File: config.mk
export PLATFORM = sky130hd
export DESIGN_NAME = fifo_sram_ctrl
export DESIGN_NICKNAME = d
export VERILOG_FILES = /design/src/rtl/fifo_sram_ctrl.sv
export SDC_FILE = /design/constraint.sdc
export NUM_CORES = 1
export LEC_CHECK = 0
export CAP_MARGIN = 20
export CORE_UTILIZATION = 41
export CTS_CLUSTER_SIZE = 16
export DETAILED_ROUTE_END_ITERATION = 16
export GPL_ROUTABILITY_DRIVEN = 0
export PLACE_DENSITY = 0.86
export SLEW_MARGIN = 20
export SYNTH_ARGS = -nofsm -noshare
export SYNTH_HDL_FRONTEND = slang
export SYNTH_SLANG_ARGS = --single-unit
File: constraint.sdc
create_clock -name clk -period 3.2 [get_ports clk]
set_input_delay 0.32 -clock clk [delete_from_list [all_inputs] [get_ports clk]]
set_output_delay 0.32 -clock clk [all_outputs]
set_load 0.005 [all_outputs]
File: src/rtl/fifo_sram_ctrl.sv
// fifo_sram_ctrl: circular FIFO sequencer for one single-port synchronous SRAM.
// At most one SRAM access per cycle; a contested push/pop pair is arbitrated
// round-robin, and the write side wins first after reset.
// Optional feature: define FIFO_SRAM_CTRL_ERR_EN to build the sticky
// overflow/underflow flags. Without it, err_ovf/err_unf are tied low.
module fifo_sram_ctrl #(
  parameter int DATA_W = 16,
  parameter int ADDR_W = 10
) (
  input  logic              clk,
  input  logic              rst,
  input  logic              wr_en,
  input  logic [DATA_W-1:0] wr_data,
  output logic              wr_ack,
  input  logic              rd_en,
  output logic              rd_ack,
  output logic [DATA_W-1:0] rd_data,
  output logic              rd_valid,
  output logic              full,
  output logic              empty,
  output logic [ADDR_W:0]   count,
  output logic              sram_en,
  output logic              sram_we,
  output logic [ADDR_W-1:0] sram_addr,
  output logic [DATA_W-1:0] sram_din,
  input  logic [DATA_W-1:0] sram_dout,
  output logic              err_ovf,
  output logic              err_unf
);

  localparam logic [ADDR_W:0] DEPTH = {1'b1, {ADDR_W{1'b0}}};

  logic [ADDR_W-1:0] r_wr_ptr;
  logic [ADDR_W-1:0] r_rd_ptr;
  logic [ADDR_W:0]   r_count;
  logic              r_prio_rd;   // 1: read side wins the next contested cycle
  logic              r_rd_valid;
  logic [DATA_W-1:0] r_rd_hold;   // last delivered word, shown when no pop returns

  logic w_push_elig;
  logic w_pop_elig;
  logic w_grant_wr;
  logic w_grant_rd;

  // Flags come straight from the registered occupancy.
  assign full        = (r_count == DEPTH);
  assign empty       = (r_count == {(ADDR_W+1){1'b0}});
  assign count       = r_count;
  assign w_push_elig = wr_en & ~full;
  assign w_pop_elig  = rd_en & ~empty;
  assign wr_ack      = w_grant_wr;
  assign rd_ack      = w_grant_rd;
  assign rd_valid    = r_rd_valid;
  // The SRAM word arrives one cycle after the read access; pass it through in
  // that cycle and otherwise present the last delivered word.
  assign rd_data     = r_rd_valid ? sram_dout : r_rd_hold;

  // Arbitration: grant the single eligible side, or alternate when both are eligible.
  always_comb begin
    w_grant_wr = 1'b0;
    w_grant_rd = 1'b0;
    if (rst) begin
      w_grant_wr = 1'b0;
      w_grant_rd = 1'b0;
    end else if (w_push_elig && w_pop_elig) begin
      w_grant_wr = ~r_prio_rd;
      w_grant_rd = r_prio_rd;
    end else begin
      w_grant_wr = w_push_elig;
      w_grant_rd = w_pop_elig;
    end
  end

  // SRAM command decode for the granted operation; idle keeps the port disabled.
  always_comb begin
    sram_en   = 1'b0;
    sram_we   = 1'b0;
    sram_addr = {ADDR_W{1'b0}};
    sram_din  = {DATA_W{1'b0}};
    if (w_grant_wr) begin
      sram_en   = 1'b1;
      sram_we   = 1'b1;
      sram_addr = r_wr_ptr;
      sram_din  = wr_data;
    end else if (w_grant_rd) begin
      sram_en   = 1'b1;
      sram_we   = 1'b0;
      sram_addr = r_rd_ptr;
    end else begin
      sram_en   = 1'b0;
      sram_we   = 1'b0;
    end
  end

  // Pointers, occupancy and contested-cycle priority.
  always_ff @(posedge clk or posedge rst) begin
    if (rst) begin
      r_wr_ptr  <= {ADDR_W{1'b0}};
      r_rd_ptr  <= {ADDR_W{1'b0}};
      r_count   <= {(ADDR_W+1){1'b0}};
      r_prio_rd <= 1'b0;
    end else begin
      if (w_grant_wr) begin
        r_wr_ptr <= r_wr_ptr + ADDR_W'(1);
        r_count  <= r_count + (ADDR_W+1)'(1);
      end else if (w_grant_rd) begin
        r_rd_ptr <= r_rd_ptr + ADDR_W'(1);
        r_count  <= r_count - (ADDR_W+1)'(1);
      end
      if (w_push_elig && w_pop_elig) begin
        r_prio_rd <= w_grant_wr;
      end
    end
  end

  // Read return tracking: valid one cycle after a read grant, then hold the word.
  always_ff @(posedge clk or posedge rst) begin
    if (rst) begin
      r_rd_valid <= 1'b0;
      r_rd_hold  <= {DATA_W{1'b0}};
    end else begin
      r_rd_valid <= w_grant_rd;
      if (r_rd_valid) begin
        r_rd_hold <= sram_dout;
      end
    end
  end

`ifdef FIFO_SRAM_CTRL_ERR_EN
  logic r_err_ovf;
  logic r_err_unf;

  // Sticky misuse flags, cleared only by reset.
  always_ff @(posedge clk or posedge rst) begin
    if (rst) begin
      r_err_ovf <= 1'b0;
      r_err_unf <= 1'b0;
    end else begin
      if (wr_en && full) begin
        r_err_ovf <= 1'b1;
      end
      if (rd_en && empty) begin
        r_err_unf <= 1'b1;
      end
    end
  end

  assign err_ovf = r_err_ovf;
  assign err_unf = r_err_unf;
`else
  assign err_ovf = 1'b0;
  assign err_unf = 1'b0;
`endif

endmodule
======== Word level (Yosys, flattened, before mapping) ========
Cells that the tools add are included.
cells by class
  add/sub/neg operators ................... 4
  $mul .................................... 0
  div/mod/pow operators ................... 0
  magnitude comparators ................... 0
  equal/unequal tests ..................... 1
  shift operators ......................... 0
  multiplexer cells ....................... 13
  bitwise operators ....................... 6
  reduce and logical (&&, ||, !) cells .... 4
operators by type and width
  kind                                                 count
  two-way mux 16 bit                                   2
  two-way mux 11 bit                                   2
  adder 10 x 1 -> 10 bit (second input constant)       2
  two-way mux 10 bit                                   2
  adder 11 x 1 -> 11 bit (second input constant)       1
  == test 11 bit (second input constant)               1
  zero test 11 bit                                     1
  subtractor 11 x 1 -> 11 bit (second input constant)  1
  two-way mux 1 bit                                    7
  NOT 1 bit                                            4
  bitwise AND 1 bit                                    2
  AND reduction 2 bit                                  1
  nonzero test 2 bit                                   1
  logical AND 1 bit                                    1
word-level totals
  register bits ........................... 49
  bits in latches ......................... 0
  bits in writable memories ............... 0
  ROM bits ................................ 0
  input bits .............................. 36
  output and inout bits ................... 62
  word-level logic and storage cells ...... 34
  memories kept ........................... 0

======== Logic depth before layout (Yosys ltp) ========
  depth in word-level cells ............... 8
  mapped depth ............................ 10

======== Worst setup path after synthesis ========
Ideal clock, no wire load.
  path type ............................... input-to-reg
  from .................................... in rst
  to ...................................... reg r_count[10] (netlist: count[10])
  library setup time ...................... 0.080 ns
  data arrival time ....................... 3.469 ns
  data required time ...................... 3.120 ns
  path slack .............................. -0.349 ns
  cell stages on the path ................. 10
  path buffers ............................ 1
  path through ............................ inv_1 -> nand2_1 -> a311o_1 -> buf_6 -> fa_1 -> a211oi_1 -> o21ai_0 -> a41oi_1 -> mux2i_1 -> xnor2_1
on the way
  longest elaborated chain between the ends .. 2
RTL lines
  what                                                             line  text
  from (decl)                                                      11    input logic rst,
  two-way mux 1 bit                                                62    if (rst) begin
  two-way mux 11 bit / nonzero test 2 bit (equally long branches)  -
  to (signal assigned)                                             100   r_count <= {(ADDR_W+1){1'b0}};
  to (signal assigned)                                             105   r_count <= r_count + (ADDR_W+1)'(1);
  to (signal assigned)                                             108   r_count <= r_count - (ADDR_W+1)'(1);
  to (decl)                                                        35    logic [ADDR_W:0] r_count;
Parallel ways exist; a longest one is shown, timed or not.
A chain may end at the register's enable or synchronous reset.

======== Final worst setup path ========
  from .................................... reg r_count[9] (netlist: count[9])
  to ...................................... out sram_din[13]
on the way
  longest elaborated chain between the ends .. 7
RTL lines
  what                                                       line    text
  == test 11 bit / zero test 11 bit (equally long branches)  46, 47
  NOT 1 bit, on equally long branches                        49, 50
  bitwise AND 1 bit, on equally long branches                49, 50
  logical AND 1 bit                                          65      end else if (w_push_elig && w_pop_elig) begin
  two-way mux 1 bit *                                        65
  two-way mux 1 bit *                                        62
  two-way mux 16 bit *                                       80      if (w_grant_wr) begin
  to (decl)                                                  25      output logic [DATA_W-1:0] sram_din,
Mark *: on every way between the ends. The rest lies on a longest branch, timed or not.

==> results by group <==
Global routing
  – Largest net degree at the start of global routing: 35
  – Number of global-route vias before repair: 2,400
  – First-pass GRT wire length: 11.2 mm
  – Initial antenna violation count: 0
  – Grt ovf: 0
  – GRT Total Usage: 19.8%

Placement
  – Placed insts: 436
  – Port Buffers: 95
  – Place WS: 0.0429 ns
  – Dpl cell area: 3900 µm²
  – Half-perimeter wire length after placement: 5.07 mm

Timing
  – Tmin final: 3.01 ns
  – Max Transition Viols Final: 0
  – Fin crit share: 94.0%
  – Unrepaired setup endpoints after global routing: no
  – Final setup margin: 0.193 ns
  – Final Skew: 0.00442 ns
  – Hold Vio Cnt, Final: 0
  – Final setup viols: 0
  – Setup tns final: 0 ns
  – Slew headroom: 56.8%
  – FMAX: 0.333 GHz
  – Slew @ Worst Pin: 0.647 ns

Cells and area
  – Number of diodes: 0
  – Non-Filler Instances: 445
  – Nets: 415
  – Fillers: 521
  – Area occupied by multi-input gates: 1440 µm²
  – Fin area: 4000 µm²
  – Layout area overhead: 44.9%
  – FF/Latch Area: 1230 µm²
  – Share of layout cells above drive strength 1: 14.7%
  – Final Util: 62.3%

Critical path
  – CP Cell Sequence: nor4_4 > nand3_2 > a311o_2 > buf_4 > inv_8 > and2_1 > clkdlybuf4s50_1
  – Reg-to-reg critical path startpoint: count[9]$_DFFE_PP0P_
  – Arrival time at the worst endpoint: 2.69 ns
  – Crit start category: flop
  – Worst path max stage delay: 0.52 ns
  – Worst reg2reg endpoint: count[10]$_DFFE_PP0P_
  – Crit Path Max Fanout: 34
  – Largest delay share family, worst path: buffers and inverters
  – R2R cell count: 9
  – Kind of critical path: reg -> out
  – Worst path buffer plus inverter count: 3
  – CP required: 2.88 ns
  – Reg2Reg Setup Slack: 0.24 ns
  – Crit path max-delay cell type: clkdlybuf4s50_1
  – Worst setup EP type: output port

CTS
  – CTS Root Cell: clkbuf_8
  – H-tree Lvls: 2
  – Worst skew pair latency: 0.30 ns
  – Reg clk slew, reported paths: 0.08 ns
  – CTS Buffer Depth: 2
  – Count of hold-fix buffers inserted at cts: 0
  – Clock Sinks: 49
  – TritonCTS clock tree: done
  – CTS buffer count: 5

Yosys
  – Count leader, synth: dfrtp_1
  – Synth cell count leaders: dfrtp_1, nand2_1, mux2_2, and2_1, xnor2_1
  – Most used DFF post-synth: dfrtp_1
  – Synth area leader: dfrtp_1
  – FF+latch count, synth: 49
  – Post-synth EDFFs: 0
  – Synth async-reset ratio: 100%
  – Post-synth cell types: 47
  – Synth warn: 0
  – Area contributors post-synth: dfrtp_1, mux2_2, xnor2_1, ha_1, and2_1
  – Top-area cell type share of the netlist area: 44.4%
  – Post-synthesis sequential area ratio: 44.4%
  – Synth Cell Area: 2760 µm²
  – Syn_area_per_cell: 10.8 µm²
  – Cell count after synthesis: 256

Die
  – Die footprint: 7060 µm²
  – Height of the die: 84.1 µm
  – Initial cell density of the core: 43.0%
  – CORE AREA: 6420 µm²
  – # IOs: 98
  – Row count: 29
  – Die X: 84.1 µm

Pwr
  – Power Dens Cells: 691 nW/µm²
  – Peak supply drop: 0.000383 V
  – Leakage: 1.68 nW
  – Psw: 1.02 mW
  – Sw frac: 36.8%
  – Internal power: 1.75 mW
  – Gate power share: 50.3%
  – Clk pwr share: 12.6%
  – Sequential power share: 37.1%

Run status
  – Status: complete, but fails checks
  – Violated checks: DRC

Detailed routing
  – Routed WL: 6.63 mm
  – DRT iter0 DRCs: 83
  – Post-detailed-route count of antenna-violating nets: 0
  – Vias: 2,380
  – DRT Pass-1 Iters: 10
  – Vias per cell: 5.35
  – Drt drc: 16
  – WL per Instance: 14.9 µm

Job
  – Max_cap viols: 0

Worst hold path
  – Hold path start: r_rd_ptr[9]$_DFFE_PP0P_
  – Worst hold path cell count: 1
  – HP Class: reg -> reg
  – Hold path endpoint: r_rd_ptr[9]$_DFFE_PP0P_
==> worst max path at each step <==
stage | to | depth (start not counted) | startpoint
after global placement | count[10]$_DFFE_PP0P_ | 10 | rst
after floorplan | count[10]$_DFFE_PP0P_ | 10 | rst
final | sram_din[13] | 7 | count[9]$_DFFE_PP0P_
after detailed placement | count[10]$_DFFE_PP0P_ | 10 | rst
after global routing | count[10]$_DFFE_PP0P_ | 9 | count[9]$_DFFE_PP0P_
after CTS | sram_addr[5] | 7 | count[9]$_DFFE_PP0P_
==> state kept, by name, indices dropped and copies added, names as in the netlist <==
name	flops
count	11
r_wr_ptr	10
r_prio_rd	1
r_rd_hold	16
rd_valid	1
r_rd_ptr	10
==> cells in the final DEF, fill, tap and decap left out, types with 8 or more instances in the layout <==
master,netlist,layout
clkdlybuf4s50_1,0,95
mux2_2,18,18
xor2_1,8,8
nor2_1,13,13
buf_4,3,21
a22o_1,11,11
ha_1,11,11
xnor2_1,16,16
nand2_1,20,20
nand3_1,10,10
dfrtp_1,49,49
and2_1,17,17
o21ai_0,13,12
==> kinds of logic after synthesis <==
logic type	count (synthesis)	synth area share, %
compound gates	49	12.8
xor+xnor	24	7.62
fa+ha+maj	12	5.71
buf+inv	20	3.99
flops	49	44.4
mux	20	8.07
other cells	1	0.136
simple gates	81	17.2
==> per-stage QoR <==
step / hold slack [ns] / power (mW)
after floorplan: 0.372 / 1.76
after CTS: 0.483 / 2.77
final: 0.485 / 2.77
after detailed placement: 0.464 / 2.41
after global placement: 0.466 / 2.36
after global routing: 0.505 / 2.97
==> final cells by class <==
class / instances / area share [%]
well taps: 77 / 2.41
inverters: 6 / 0.845
repair buffers: 117 / 28.2
clock buffers: 8 / 2.00
flip-flops and latches: 49 / 30.7
multi-input cells: 188 / 35.9
==> what timing repair did <==
action	4_1_cts	5_1_grt
gates resized for setup	2	4
setup endpoints to repair	26	29
endpoints found under the hold margin	0	0
gates cloned	0	0
buffers inserted	0	1
pin swaps	0	1
==> power groups by stage <==
stage	sequential [mW]	clock (mW)	combinational, mW
after floorplan	0.997	0	0.762
after global placement	1.03	0	1.33
after detailed placement	1.04	0	1.37
after CTS	1.03	0.358	1.38
after global routing	1.05	0.382	1.53
final	1.03	0.348	1.39
==> per-layer routing <==
layer,wire length (µm),track usage [%]
met3,397,3.56
met2,3240,34.1
met4,72,6.58
met1,2930,25.1
met5,0,0
Power figures use the tool's default switching activity.
